File: src/rtl/clint_trap_ctrl.sv
// ---------------------------------------------------------------------------
// clint_trap_ctrl
//
// Core-local trap sequencer. Takes ecall/ebreak, mret and the machine timer
// interrupt, holds the pipeline, performs the machine-CSR updates one write
// per cycle through the CSR file's clint write port, and then issues a
// one-cycle fetch redirect to the trap vector or to mepc.
//
// Optional feature macro: CLINT_VECTORED_EN
//   defined     : vectored mode (mtvec[1:0]==2'b01) sends interrupts to
//                 base + 4*cause[30:0]; synchronous traps use the base.
//   not defined : every trap goes to {mtvec[31:2],2'b00}.
//
// Ports
//   clk, rst_n            clock, synchronous active-low reset
//   inst_addr_i           PC of the instruction in EX
//   ecall_i/ebreak_i/mret_i  decoded system instruction valid in EX
//   jump_i, jump_addr_i   EX is redirecting; target used as mepc for irqs
//   hold_i                EX busy with a multi-cycle op; irqs not accepted
//   timer_irq_i           level-sensitive machine timer interrupt
//   global_int_en_i       mstatus.MIE
//   csr_mtvec_i/csr_mepc_i/csr_mstatus_i  current CSR values
//   csr_wb_we_i           WB owns the CSR write port this cycle
//   csr_we_o/csr_waddr_o/csr_wdata_o      clint CSR write port
//   hold_flag_o           stall request for IF/ID/EX (combinational)
//   int_assert_o          one-cycle fetch redirect
//   int_addr_o            redirect target, valid with int_assert_o
//
// Handshake: a CSR write is committed in exactly the cycles where
// csr_we_o=1. A write state whose cycle coincides with csr_wb_we_i=1 is
// not committed; the state is kept and the write retried next cycle.
//
// The FSM state is visible as state_q for debug/assertion binding.
// ---------------------------------------------------------------------------
module clint_trap_ctrl (
   input  logic        clk,
   input  logic        rst_n,
   input  logic [31:0] inst_addr_i,
   input  logic        ecall_i,
   input  logic        ebreak_i,
   input  logic        mret_i,
   input  logic        jump_i,
   input  logic [31:0] jump_addr_i,
   input  logic        hold_i,
   input  logic        timer_irq_i,
   input  logic        global_int_en_i,
   input  logic [31:0] csr_mtvec_i,
   input  logic [31:0] csr_mepc_i,
   input  logic [31:0] csr_mstatus_i,
   input  logic        csr_wb_we_i,
   output logic        csr_we_o,
   output logic [31:0] csr_waddr_o,
   output logic [31:0] csr_wdata_o,
   output logic        hold_flag_o,
   output logic        int_assert_o,
   output logic [31:0] int_addr_o
);

   localparam logic [31:0] CSR_MSTATUS = 32'h0000_0300;
   localparam logic [31:0] CSR_MEPC    = 32'h0000_0341;
   localparam logic [31:0] CSR_MCAUSE  = 32'h0000_0342;

   localparam logic [31:0] CAUSE_ECALL  = 32'd11;
   localparam logic [31:0] CAUSE_EBREAK = 32'd3;
   localparam logic [31:0] CAUSE_MTIMER = 32'h8000_0007;

   typedef enum logic [2:0] {
      S_IDLE        = 3'd0,
      S_WR_MEPC     = 3'd1,
      S_WR_MSTATUS  = 3'd2,
      S_WR_MCAUSE   = 3'd3,
      S_ASSERT      = 3'd4,
      S_RET_MSTATUS = 3'd5,
      S_RET_ASSERT  = 3'd6
   } state_e;

   state_e      state_q, state_d;
   logic [31:0] mepc_val_q, mepc_val_d;
   logic [31:0] cause_q, cause_d;

   logic        sys_trap;
   logic        irq_take;
   logic        accept;

   logic        we_raw;
   logic [31:0] waddr_raw;
   logic [31:0] wdata_raw;
   logic        assert_raw;
   logic [31:0] iaddr_raw;

   logic [31:0] mtvec_base;
   logic [31:0] trap_vector;

   // Priority: ecall/ebreak, then mret, then the timer interrupt. The irq is
   // only taken when no system instruction occupies EX.
   assign sys_trap = ecall_i | ebreak_i;
   assign irq_take = timer_irq_i & global_int_en_i & ~hold_i & ~sys_trap & ~mret_i;
   assign accept   = (state_q == S_IDLE) & (sys_trap | mret_i | irq_take);

   assign mtvec_base = {csr_mtvec_i[31:2], 2'b00};

`ifdef CLINT_VECTORED_EN
   // Only asynchronous causes (bit 31 set) are vectored.
   assign trap_vector = ((csr_mtvec_i[1:0] == 2'b01) && cause_q[31]) ?
                        (mtvec_base + {cause_q[29:0], 2'b00}) : mtvec_base;
`else
   logic unused_mode;
   assign unused_mode = ^csr_mtvec_i[1:0];
   assign trap_vector = mtvec_base;
`endif

   // Next-state and latch logic.
   always_comb begin
      state_d    = state_q;
      mepc_val_d = mepc_val_q;
      cause_d    = cause_q;
      case (state_q)
         S_IDLE: begin
            if (sys_trap) begin
               mepc_val_d = inst_addr_i;
               cause_d    = ecall_i ? CAUSE_ECALL : CAUSE_EBREAK;
               state_d    = S_WR_MEPC;
            end else if (mret_i) begin
               state_d = S_RET_MSTATUS;
            end else if (irq_take) begin
               // A jump in EX is already resolved; returning to its target
               // keeps the branch effect.
               mepc_val_d = jump_i ? jump_addr_i : inst_addr_i;
               cause_d    = CAUSE_MTIMER;
               state_d    = S_WR_MEPC;
            end
         end
         S_WR_MEPC: begin
            if (!csr_wb_we_i) state_d = S_WR_MSTATUS;
         end
         S_WR_MSTATUS: begin
            if (!csr_wb_we_i) state_d = S_WR_MCAUSE;
         end
         S_WR_MCAUSE: begin
            if (!csr_wb_we_i) state_d = S_ASSERT;
         end
         S_ASSERT: begin
            state_d = S_IDLE;
         end
         S_RET_MSTATUS: begin
            if (!csr_wb_we_i) state_d = S_RET_ASSERT;
         end
         S_RET_ASSERT: begin
            state_d = S_IDLE;
         end
         default: begin
            state_d = S_IDLE;
         end
      endcase
   end

   always_ff @(posedge clk) begin
      if (!rst_n) begin
         state_q    <= S_IDLE;
         mepc_val_q <= '0;
         cause_q    <= '0;
      end else begin
         state_q    <= state_d;
         mepc_val_q <= mepc_val_d;
         cause_q    <= cause_d;
      end
   end

   // Output decode from the current state.
   always_comb begin
      we_raw     = 1'b0;
      waddr_raw  = '0;
      wdata_raw  = '0;
      assert_raw = 1'b0;
      iaddr_raw  = '0;
      case (state_q)
         S_WR_MEPC: begin
            we_raw    = 1'b1;
            waddr_raw = CSR_MEPC;
            wdata_raw = mepc_val_q;
         end
         S_WR_MSTATUS: begin
            // MPIE <= MIE, MIE <= 0
            we_raw    = 1'b1;
            waddr_raw = CSR_MSTATUS;
            wdata_raw = {csr_mstatus_i[31:8], csr_mstatus_i[3],
                         csr_mstatus_i[6:4], 1'b0, csr_mstatus_i[2:0]};
         end
         S_WR_MCAUSE: begin
            we_raw    = 1'b1;
            waddr_raw = CSR_MCAUSE;
            wdata_raw = cause_q;
         end
         S_ASSERT: begin
            assert_raw = 1'b1;
            iaddr_raw  = trap_vector;
         end
         S_RET_MSTATUS: begin
            // MIE <= MPIE, MPIE <= 1
            we_raw    = 1'b1;
            waddr_raw = CSR_MSTATUS;
            wdata_raw = {csr_mstatus_i[31:8], 1'b1,
                         csr_mstatus_i[6:4], csr_mstatus_i[7], csr_mstatus_i[2:0]};
         end
         S_RET_ASSERT: begin
            assert_raw = 1'b1;
            iaddr_raw  = csr_mepc_i;
         end
         default: begin
         end
      endcase
   end

   // Outputs are forced to zero while reset is held, so a sequence that is
   // being aborted cannot issue its pending write or redirect.
   assign csr_we_o     = rst_n & we_raw & ~csr_wb_we_i;
   assign csr_waddr_o  = rst_n ? waddr_raw : '0;
   assign csr_wdata_o  = rst_n ? wdata_raw : '0;
   assign int_assert_o = rst_n & assert_raw;
   assign int_addr_o   = rst_n ? iaddr_raw : '0;
   assign hold_flag_o  = rst_n & ((state_q != S_IDLE) | accept);

endmodule

File: config.mk
export PLATFORM = sky130hd
export DESIGN_NAME = clint_trap_ctrl
export DESIGN_NICKNAME = d
export VERILOG_FILES = /design/src/rtl/clint_trap_ctrl.sv
export SDC_FILE = /design/constraint.sdc
export NUM_CORES = 1
export LEC_CHECK = 0
export ABC_CLOCK_PERIOD_IN_PS = 1500
export BUFFER_PORTS_ARGS = -buffer_cell sky130_fd_sc_hd__buf_2
export CORE_AREA = 2 2 103 105
export CTS_BUF_LIST = sky130_fd_sc_hd__clkbuf_2 sky130_fd_sc_hd__clkbuf_4 sky130_fd_sc_hd__clkbuf_8
export DETAILED_ROUTE_END_ITERATION = 12
export DIE_AREA = 0 0 105 107
export GPL_ROUTABILITY_DRIVEN = 0
export HOLD_SLACK_MARGIN = 0.12
export PLACE_DENSITY = 0.69
export SLEW_MARGIN = 10
export SYNTH_ARGS = -nofsm -noshare
export SYNTH_HDL_FRONTEND = slang
export SYNTH_SLANG_ARGS = --single-unit
File: constraint.sdc
create_clock -name clk -period 1.5 [get_ports clk]
set_input_delay 0.225 -clock clk [delete_from_list [all_inputs] [get_ports clk]]
set_output_delay 0.225 -clock clk [all_outputs]
set_load 0.01 [all_outputs]
==> load_flow_metrics.sql <==
INSERT INTO impl_metrics (metric_group, metric, value, unit) VALUES
('run_status', 'status', 'finished, violations left', ''),
('run_status', 'violated_checks', 'setup timing', ''),
('pwr', 'sequentialPowerShare', '24.5', '%'),
('die', 'start_util', '31.28', '%'),
('synthesis', 'syn_inst', '392', ''),
('cts', 'number_of_buffers_created_by_cts', '5', ''),
('place', 'hpwl', '9693', 'um'),
('sta', 'finalWorstSetupSlack', '-0.4484', 'ns'),
('die', 'die_x', '105', 'um'),
('synthesis', 'share_of_the_synthesized_area_in_the_top_cell_type', '24.10', '%'),
('routing', 'drt-total-wl', '13980', 'um'),
('sta', 'final_hold_viol_count', '0', ''),
('die', 'placement_rows', '37', ''),
('final_layout', 'fillers', '932', ''),
('setup_path', 'worst-endpoint-required', '1.27', 'ns'),
('cts', 'clock-root-buffer', 'sky130_fd_sc_hd__clkbuf_8', ''),
('min_path', 'worstHoldPathType', 'input pin to flip-flop', ''),
('setup_path', 'arrival', '1.72', 'ns'),
('synthesis', 'synth_sequential_area_ratio', '24.10', '%'),
('die', 'core', '10090', 'um^2'),
('global_routing', 'gr-total-overflow', '0', ''),
('sta', 'max_slew_violation_count', '0', ''),
('place', 'preCtsSetupSlack', '-0.2042', 'ns'),
('pwr', 'power.internal', '4369', 'uW'),
('routing', 'met1Wirelength', '5412', 'um'),
('synthesis', 'post_synth_most_frequent_cells', 'sky130_fd_sc_hd__nor2_1, sky130_fd_sc_hd__nand2_1, sky130_fd_sc_hd__a22oi_1', ''),
('min_path', 'worst_min_path_start', 'ecall_i', ''),
('synthesis', 'yosys.cell_count.top_type', 'sky130_fd_sc_hd__nor2_1', ''),
('routing', 'avgRoutedWirePerCell', '17.65', 'um'),
('routing', 'route.top_layer_used', 'met4', ''),
('routing', 'met2_wirelength', '7371', 'um'),
('setup_path', 'timing.critical_path.from', 'state_q[1]', ''),
('sta', 'fin_tns_setup', '-33.53', 'ns'),
('routing', 'routed_via_density', '4.975', ''),
('routing', 'drt_first_iter_violations', '194', ''),
('sta', 'clock_skew', '0.007513', 'ns'),
('pwr', 'share_comb_of_total_power', '65.3', '%'),
('synthesis', 'syn_area_per_cell', '8.053', 'um^2'),
('die', 'floorplan.io_pins', '269', ''),
('synthesis', 'synth-seq-cells', '38', ''),
('sta', 'finalWorstPathRequiredPeriod', '1.948', 'ns'),
('cts', 'clock_latency', '0.29', 'ns'),
('final_layout', 'layout.nets', '825', ''),
('pwr', 'swShare', '41.03', '%'),
('setup_path', 'critical_path.reg2reg.startpoint', 'state_q[0]', ''),
('final_layout', 'number_of_antenna_diodes', '0', ''),
('pwr', 'peakVddDrop', '0.7970', 'mV'),
('global_routing', 'antenna_found_initial', '0', ''),
('cts', 'worst_setup_hold_path_clk_slew', '0.08', 'ns'),
('synthesis', 'synth_largest_area_cell', 'sky130_fd_sc_hd__dfxtp_1', ''),
('pwr', 'leakagePower', '0.002840', 'uW'),
('routing', 'ant_nets', '0', ''),
('cts', 'cts-htree-levels', '2', ''),
('routing', 'routed-wl-met3', '1085', 'um'),
('die', 'die-height', '107', 'um'),
('routing', 'detailedRoute.firstPassIterationCount', '4', ''),
('synthesis', 'yosys_warnings', '0', ''),
('sta', 'grt_setup_unrepaired', 'yes', ''),
('setup_path', 'worstSetupStartpointType', 'flip-flop', ''),
('routing', 'remaining_drc_errors', '0', ''),
('synthesis', 'postSynth.topFlopCell', 'sky130_fd_sc_hd__dfxtp_1', ''),
('sta', 'max_freq', '513.2', 'MHz'),
('setup_path', 'timing.critical_path.fanout_max', '8', ''),
('cts', 'max-clock-path-buffers', '2', ''),
('run', 'drv.max_cap_violation_count', '0', ''),
('synthesis', 'yosys.cell_types.count', '41', ''),
('global_routing', 'gr-usage-all-layers', '22.16', '%'),
('place', 'dp_cells', '754', ''),
('sta', 'finalSetupViolCount', '107', ''),
('synthesis', 'synth_edf_count', '0', ''),
('setup_path', 'worst_setup_path_end_kind', 'primary output', '');
[area by class of cell]
type                            count  area [um^2]  area share, %
Clock buffer                        6        82.58          1.489
Clock inverter                      2        12.51         0.2256
Inverter                            3        13.76         0.2481
Multi-Input combinational cell    309         2431          43.83
Sequential cell                    38        772.0          13.92
Tap cell                          136        170.2          3.068
Timing Repair Buffer              298         2064          37.22
[per-layer routing]
layer	track usage [%]	vias up
li1	-	1886
met4	5.238	0
met3	4.985	8
met5	0	-
met2	41.98	203
met1	25.10	1843
[path summary, 6_finish.rpt]
check	endpoint	slack, ns	cells after the start
min	cause_q[3]	0.25	3
max	int_addr_o[30]	-0.45	7
min reg2reg	cause_q[3]	0.50	2
max reg2reg	mepc_val_q[26]	-0.30	8
[state kept, by name, indices dropped and copies added, names as in the netlist]
name and cells:
mepc_val_q 32, cause_q 3, state_q 3
[critical path: stages (launching register included)]
cell	delay (ns)
sky130_fd_sc_hd__dfxtp_4	0.38
sky130_fd_sc_hd__buf_6	0.13
sky130_fd_sc_hd__nor3b_4	0.24
sky130_fd_sc_hd__buf_4	0.16
sky130_fd_sc_hd__buf_12	0.12
sky130_fd_sc_hd__a22oi_1	0.06
sky130_fd_sc_hd__nor2_1	0.14
sky130_fd_sc_hd__buf_4	0.18
[layout by cell type, fill, tap and decap left out, types with 14 or more instances in the layout]
master                      n
sky130_fd_sc_hd__a22oi_1   19
sky130_fd_sc_hd__a22oi_2   41
sky130_fd_sc_hd__buf_2    226
sky130_fd_sc_hd__buf_4     31
sky130_fd_sc_hd__buf_6     18
sky130_fd_sc_hd__conb_1    27
sky130_fd_sc_hd__dfxtp_1   35
sky130_fd_sc_hd__mux2i_1   35
sky130_fd_sc_hd__nand2_2   20
sky130_fd_sc_hd__nand2_4   14
sky130_fd_sc_hd__nor2_1    62
sky130_fd_sc_hd__o211a_1   32
[power groups by stage]
stage / clock, uW / combinational [uW] / sequential (uW)
2_1_floorplan: 0 / 2220 / 1680
3_3_place_gp: 0 / 3040 / 1770
3_5_place_dp: 0 / 3110 / 1800
4_1_cts: 772 / 4000 / 1800
5_1_grt: 820 / 5160 / 1870
6_report: 754 / 4840 / 1820
[kinds of logic after synthesis]
| logic type | Yosys count | share of synthesized area, % |
|---|---|---|
| compound gates | 110 | 31.31 |
| mux | 39 | 12.52 |
| buf+inv | 71 | 13.75 |
| other cells | 1 | 0.1188 |
| flops | 38 | 24.10 |
| simple gates | 133 | 18.19 |
[metrics by stage]
stage                     hold slack, ns  total power, uW  utilization (%)
after global routing              0.2641             7848            54.96
after floorplan                   0.3754             3903                -
after CTS                         0.2312             6573            50.58
after global placement            0.4587             4814            45.21
final                             0.2501             7408            54.96
after detailed placement          0.4650             4911            45.21
[what timing repair did]
action	CTS	global route
pin swaps	6	17
hold buffers	0	0
gates resized for setup	58	77
buffers inserted	11	9
setup endpoints to repair	109	109
cloned	6	8
No activity file was read; power rests on OpenSTA's default activity.
